--- src/rtl/cross_unit_arbiter.sv ---
// Round-robin arbiter sharing one two-stage signed cross-product unit.
// Results return tagged with the requester ID and a strictly-positive flag.
module cross_unit_arbiter #(
    parameter int NREQ = 4,
    parameter int ID_W = 2,
    parameter int W    = 11
) (
    input  logic                clk,
    input  logic                reset,
    input  logic [NREQ-1:0]     req,
    input  logic [NREQ*W-1:0]   op_ax,
    input  logic [NREQ*W-1:0]   op_ay,
    input  logic [NREQ*W-1:0]   op_bx,
    input  logic [NREQ*W-1:0]   op_by,
    output logic [NREQ-1:0]     gnt,
    output logic                rsp_valid,
    output logic [ID_W-1:0]     rsp_id,
    output logic [2*W:0]        rsp_val,
    output logic                rsp_pos
);

    logic [ID_W-1:0]          ptr;
    logic [ID_W-1:0]          ptr_next;
    logic [ID_W-1:0]          winner;
    logic                     any;
    int                       idx;

    logic signed [W-1:0]      ax, ay, bx, by;
    logic signed [2*W-1:0]    m1, m2;

    logic                     s1_valid;
    logic [ID_W-1:0]          s1_id;
    logic signed [2*W-1:0]    p1, p2;
    logic signed [2*W:0]      diff;

    // Rotating-priority search from ptr; no grant while reset is held.
    always_comb begin
        gnt    = '0;
        winner = '0;
        any    = 1'b0;
        idx    = 0;
        if (!reset) begin
            for (int k = 0; k < NREQ; k++) begin
                idx = int'(ptr) + k;
                if (idx >= NREQ) idx = idx - NREQ;
                if (!any && req[idx]) begin
                    any    = 1'b1;
                    winner = idx[ID_W-1:0];
                end
            end
            if (any) gnt[winner] = 1'b1;
        end
    end

    // Next priority pointer with explicit wrap for non power-of-two NREQ.
    always_comb begin
        ptr_next = ptr;
        if (any) begin
            if (winner == ID_W'(NREQ - 1)) ptr_next = '0;
            else                           ptr_next = winner + 1'b1;
        end
    end

    // Select the winner's operands and form both partial products.
    always_comb begin
        ax = op_ax[int'(winner)*W +: W];
        ay = op_ay[int'(winner)*W +: W];
        bx = op_bx[int'(winner)*W +: W];
        by = op_by[int'(winner)*W +: W];
        m1 = (2*W)'(ax) * (2*W)'(by);
        m2 = (2*W)'(ay) * (2*W)'(bx);
    end

    // Difference is one bit wider than the products, so it cannot overflow.
    always_comb begin
        diff = (2*W+1)'(p1) - (2*W+1)'(p2);
    end

    // Stage 1: accept the granted operation and advance the pointer.
    always_ff @(posedge clk or posedge reset) begin
        if (reset) begin
            ptr      <= '0;
            s1_valid <= 1'b0;
            s1_id    <= '0;
            p1       <= '0;
            p2       <= '0;
        end else begin
            ptr      <= ptr_next;
            s1_valid <= any;
            if (any) begin
                s1_id <= winner;
                p1    <= m1;
                p2    <= m2;
            end
        end
    end

    // Stage 2: retire the result; data holds when no operation arrives.
    always_ff @(posedge clk or posedge reset) begin
        if (reset) begin
            rsp_valid <= 1'b0;
            rsp_id    <= '0;
            rsp_val   <= '0;
            rsp_pos   <= 1'b0;
        end else begin
            rsp_valid <= s1_valid;
            if (s1_valid) begin
                rsp_id  <= s1_id;
                rsp_val <= diff;
                rsp_pos <= (p1 > p2);
            end
        end
    end

endmodule

--- config.mk ---
export PLATFORM = sky130hd
export DESIGN_NAME = cross_unit_arbiter
export DESIGN_NICKNAME = d
export VERILOG_FILES = /design/src/rtl/cross_unit_arbiter.sv
export SDC_FILE = /design/constraint.sdc
export NUM_CORES = 1
export LEC_CHECK = 0
export CAP_MARGIN = 20
export CELL_PAD_IN_SITES_DETAIL_PLACEMENT = 0
export CELL_PAD_IN_SITES_GLOBAL_PLACEMENT = 1
export CORE_MARGIN = 3
export CORE_UTILIZATION = 50
export CTS_CLUSTER_SIZE = 16
export DETAILED_ROUTE_END_ITERATION = 7
export DONT_BUFFER_PORTS = 1
export PLACE_DENSITY = 0.92
export SLEW_MARGIN = 10
export SYNTH_ARGS = -nofsm -noshare
export SYNTH_HDL_FRONTEND = slang
export SYNTH_SLANG_ARGS = --single-unit
--- constraint.sdc ---
create_clock -name clk -period 7.6 [get_ports clk]
set_input_delay 0.76 -clock clk [delete_from_list [all_inputs] [get_ports clk]]
set_output_delay 0.76 -clock clk [all_outputs]
set_load 0.02 [all_outputs]
== Word-level counts from Yosys, hierarchy flattened ==
Cells that the tools add are included.

* Logic and storage cells: 84
* Bits of input ports: 182
* Flip-flop bits (word level): 76
* Output and inout bits: 31

* $add $sub $neg: 9
* Shift-type cells: 4
* Muxes and demuxes: 40
* $mul: 3
* Equality and inequality tests: 1
* Reductions and logical operators: 7
* Order comparisons: 11

{| class="wikitable"
|+ Operators by type and width
! kind !! number
|-
| 32-bit 2-to-1 mux || 8
|-
| 44-bit by 7-bit variable part select with 11-bit output || 4
|-
| 32-bit by 4-bit less-than comparator with 1-bit output (second input constant) || 4
|-
| 11-bit by 11-bit multiplier with 22-bit output || 2
|-
| 22-bit by 22-bit subtractor with 23-bit output || 1
|-
| 22-bit > comparator || 1
|-
| 1-bit 2-to-1 mux || 18
|-
| 2-bit 2-to-1 mux || 7
|-
| 3-bit by 3-bit subtractor with 4-bit output (second input constant) || 3
|-
| 3-bit >= comparator (second input constant) || 3
|-
| 1-bit binary-select mux with 2-bit select || 4
|-
| 4-bit 2-to-1 mux || 2
|-
| 2-bit by 2-bit adder with 3-bit output (second input constant) || 2
|-
| 2-bit by 4-bit multiplier with 6-bit output (second input constant) || 1
|-
| 1-bit logical AND || 4
|-
| 2-bit by 3-bit subtractor with 4-bit output (second input constant) || 1
|-
| 2-bit by 1-bit adder with 3-bit output (second input constant) || 1
|-
| 2-bit by 3-bit >= comparator with 1-bit output (second input constant) || 1
|-
| 1-bit zero test || 3
|-
| 2-bit by 3-bit less-than comparator with 1-bit output (second input constant) || 1
|-
| 2-bit by 1-bit adder with 2-bit output (second input constant) || 1
|-
| 1-bit demux with 2-bit select || 1
|-
| 2-bit equality test (second input constant) || 1
|-
| 2-bit by 1-bit >= comparator with 1-bit output (second input constant) || 1
|}

== Logic depth before layout (Yosys ltp) ==
* Word-level depth: 26
* Gate-level depth with buffers: 28
* Mapped depth without buffers: 24

== Least setup slack after synthesis ==
Ideal clock, no wire load.

* Path kind: input-to-reg
* Start point: input port req[2]
* End point: register p1[18]
* Required time: 7.513 ns
* Path buffers: 3
* Library setup time: 0.087 ns
* Path slack: 0.517 ns
* Stages on the path: 26
* Arrival: 6.997 ns
* Path through: inv_1 -> o22ai_1 -> a221oi_2 -> and2_1 -> buf_6 -> buf_6 -> mux4_2 -> buf_4 -> and2_1 -> fa_1 -> inv_1 -> fa_1 -> inv_1 -> fa_1 -> fa_1 -> inv_1 -> fa_1 -> inv_1 -> ha_1 -> o211ai_1 -> nand2_1 -> and3_1 -> a221oi_1 -> o21ai_0 -> a2111o_1 -> o211ai_1

* Cells in the longest elaborated chain, start to end: 21
* Elaborated cells on any way between the ends: 37
* Those cells by class: mul (2); shift (2); mux (27); reduce/logical (6)

{| class="wikitable"
|+ Ends and longest elaborated chain
! item !! line !! source
|-
| start: declaration || 10 || <nowiki>input logic [NREQ-1:0] req,</nowiki>
|-
| 1-bit binary-select mux with 2-bit select || 46 || <nowiki>if (!any && req[idx]) begin</nowiki>
|-
| 1-bit 2-to-1 mux (not written as such) (2 in series) || 46 ||
|-
| 1-bit 2-to-1 mux || 46 ||
|-
| 1-bit 2-to-1 mux || 42 || <nowiki>if (!reset) begin</nowiki>
|-
| 1-bit zero test || 46 ||
|-
| 1-bit logical AND || 46 ||
|-
| 1-bit 2-to-1 mux || 46 ||
|-
| 1-bit 2-to-1 mux || 42 ||
|-
| [3 not listed] || - ||
|-
| 1-bit 2-to-1 mux || 42 ||
|-
| 1-bit zero test || 46 ||
|-
| 1-bit logical AND || 46 ||
|-
| 2-bit 2-to-1 mux || 46 ||
|-
| 2-bit 2-to-1 mux (2 in series) || 42 ||
|-
| 2-bit by 4-bit multiplier with 6-bit output || 66, 69 ||
|-
| 44-bit by 7-bit variable part select with 11-bit output, on equally long branches || 66, 69 ||
|-
| 11-bit by 11-bit multiplier with 22-bit output || 70 || <nowiki>m1 = (2*W)'(ax) * (2*W)'(by);</nowiki>
|-
| end signal: assignment || 92 || <nowiki>p1 <= m1;</nowiki>
|-
| end: declaration || 33 || <nowiki>logic signed [2*W-1:0] p1, p2;</nowiki>
|}

Several ways; a longest one is shown, not always the timed one. The select of a mux whose other input is x is not followed.
A chain may end at the register's enable or synchronous reset.

== Final worst setup path ==
Ends and elaborated chain as after synthesis.

==> summary.txt <==
Run status
  – Outcome: finished, final reports clean

Critical path
  – Required time at the worst-slack endpoint: ~8 ns
  – Critical path launch point type: primary input
  – Element type at the critical path end: flip-flop
  – Depth of the worst register-to-register path: 23
  – Crit Path Category: primary input to flip-flop
  – Signal arrival time at the worst endpoint: 7.19 ns
  – CP Max Fanout: 26

Clocking
  – Clock Sinks: 76
  – Worst-Skew Late Latency: approximately 0.33 ns
  – Maximum buffer depth of the clock tree: 2
  – Number of gates given a new drive strength after cts: 0
  – Quantity of hold-fixing buffers added after cts: 0
  – H-Tree Depth: 3
  – Clock Pin Slew Worst Setup and Hold Paths: approximately 0.060 ns
  – Number of post-CTS setup repair buffers: 0
  – Cts bufs inserted: 9
  – CTS tree: done
  – Cell at the root of the clock tree: clkbuf_16

Timing
  – Slew of the pin with the lowest slew margin: 0.971 ns
  – Pins Over Slew Limit: 0
  – Final worst path period share: 91.3%
  – Final setup viols: 0
  – Worst clock skew: 0.00967 ns
  – Highest clock frequency the design can meet: around 140 MHz
  – Worst slew margin: approximately a third
  – Final setup TNS: 0 ns
  – Unrepaired setup endpoints after global routing: false
  – Post-layout min period: 6.94 ns
  – Number of failing hold endpoints at the final stage: 0

Layout
  – Filler Cells Inserted: roughly 2.7k
  – Area used by sequential logic in the layout: 1900 um^2
  – Core utilization of the finished layout: between 50% and 60%
  – Post-route cell area: 15300 um^2
  – Multi-input gate area: around 11000 um^2
  – Final net count: around 2.1k
  – Final cell count without fillers: approximately 1.9k
  – Share of post-route cells with drive strength above 1: between 6 and 7%
  – Area growth from synthesis to final layout: 3.43%

Routing
  – Number of violations reported at the end of detailed-routing iteration 0: around 650
  – Number of optimization iterations in the first detailed-route pass: 4
  – Average wire per cell in the routed design: 17.4 um
  – Post-route antenna net violation count: 0
  – Ratio of routed vias to standard cells: 5.46
  – Remaining design rule violation count: 0
  – Wire length reported by the detailed router: 33.8 mm
  – Count of vias placed by the detailed router: 10.6k

Synthesis
  – Mean instance size in the synthesized netlist: a little over 9 um^2
  – Post-synth top area share: 31.7%
  – Synth Warn #: 0
  – Leading area contributor after synthesis: fa_1
  – Number of unique standard cell types used by synthesis: 67
  – Post-synth design cell area: 14800 um^2
  – Net Count, Synth: 2132
  – Leading cell types by total area after synthesis: fa_1 32%, dfrtp_1 13%, ha_1 9.9%
  – Most frequent cell after synthesis: inv_1
  – Cell count after synthesis: about 1.6k
  – Seq cells post-synth: 76
  – Sequential cell area fraction in the yosys report: 12.8%
  – Number of enable flip-flop cells after synthesis: 0
  – Top FF cell, synth: dfrtp_1
  – Most used standard cells in the synthesized netlist: 337 x inv_1, 235 x fa_1, 198 x nand2_1
  – FFs w/ async S/R, synth: 100%

Global route
  – GRT Util Overall: 22.3%
  – Initial antenna violation count: 5
  – Global-route congestion overflow total: 0
  – Pin count of the biggest net entering global routing: 77
  – Vias in the first global route: between 10k and 15k
  – Wire length of the first global-routing pass: 57.1 mm

Die
  – Overall die area: around 32000 um^2
  – Chip width: ~180 um
  – Starting density of the core: 51.1%
  – Core region area: 29000 um^2
  – Site row count: 62
  – Io pins: about 210
  – Die extent in y: 178 um

Placement
  – GP Congestion: roughly 0.90
  – Post-placement cell area: 15000 um^2
  – Placed Instances: 1922
  – Hpwl dp: 28.5 mm
  – IO buf count: 0

Flow run
  – Max-capacitance violation count: 0

Hold path
  – Path category of the worst min-delay check: flip-flop to flip-flop
  – Cell depth of the worst min-delay path: 2
## critical path: stages
cell and delay, ns:
inv_1 0.09, o22ai_1 0.12, a221oi_2 0.27, and2_4 0.23
buf_12 0.22, mux4_2 0.70, and2_1 0.25, fa_1 0.50
ha_1 0.13, inv_1 0.04, fa_1 0.47, inv_1 0.05
fa_1 0.53, inv_1 0.05, fa_1 0.47, inv_1 0.04
ha_1 0.32, nor2b_1 0.16, nor3_1 0.29, o21ai_0 0.21
a221oi_1 0.39, o21ai_0 0.30, a2111o_1 0.48, o211ai_1 0.09
## cell families (layout without fill, tap and decap cells)
group | count (synthesis) | count (layout) | share of synthesized area [%]
AO/OA/AOI/OAI | 216 | 216 | 9.45
XOR/XNOR | 48 | 48 | 2.83
adder cells (fa/ha/maj) | 352 | 352 | 41.6
buffers and inverters | 415 | 371 | 11.7
flip-flops | 76 | 76 | 12.8
multiplexers | 59 | 59 | 7.62
other | 0 | 2 | 0
AND/OR/NAND/NOR | 432 | 432 | 14.0
## final timing paths
| kind | startpoint | slack [ns] | endpoint |
|---|---|---|---|
| max in group asynchronous | reset | 6.35 | s1_id[1] |
| min in group asynchronous | reset | 0.58 | ptr[1] |
| min reg2reg | p2[18] | 0.48 | p2[18] |
| min | p2[18] | 0.48 | p2[18] |
| max reg2reg | ptr[0] | 0.68 | p1[18] |
| max | req[2] | 0.66 | p1[18] |
## state kept, by name, indices dropped and copies added (netlist names)
name / flops
ptr: 2
rsp_valid: 1
s1_valid: 1
s1_id: 2
p2: 22
rsp_val: 23
rsp_pos: 1
p1: 22
rsp_id: 2
## metrics by stage
stage | hold slack (ns) | worst slack [ns]
after floorplan | 0.416 | 0.517
after detailed placement | 0.473 | 0.331
final | 0.480 | 0.662
after CTS | 0.486 | 0.664
after global placement | 0.457 | 0.483
after global routing | 0.514 | 0.239
## area by class of cell
| cell class | count | share of cell area, % |
|---|---|---|
| sequential | 76 | 12.4 |
| antenna | 2 | 0.0326 |
| clock buffer | 9 | 1.47 |
| multi-input combinational | 1107 | 73.0 |
| timing repair buffer | 16 | 1.03 |
| tap | 384 | 3.13 |
| inverter | 339 | 8.30 |
| clock inverter | 7 | 0.652 |
## routing by layer
layer / vias up / global-route usage, % / wire [um]
met5: - / 0 / 59
met4: 8 / 5.00 / 688
met3: 44 / 3.28 / 2130
met2: 345 / 37.3 / 16300
met1: 5253 / 31.1 / 14600
li1: 4942 / - / -
## layout by cell type (no fill, tap or decap), types with 14 or more instances in the layout
cell type / instances
a21o_1: 19
a21oi_1: 48
and2_1: 109
dfrtp_1: 76
fa_1: 235
ha_1: 117
inv_1: 336
mux4_2: 42
nand2_1: 198
nor2_1: 46
nor3_1: 14
o21a_1: 16
o21ai_0: 58
xnor2_1: 28
xor2_1: 20
Power is not shown: default switching activity piles up to over one toggle a cycle in this logic, so the estimate is an artifact.
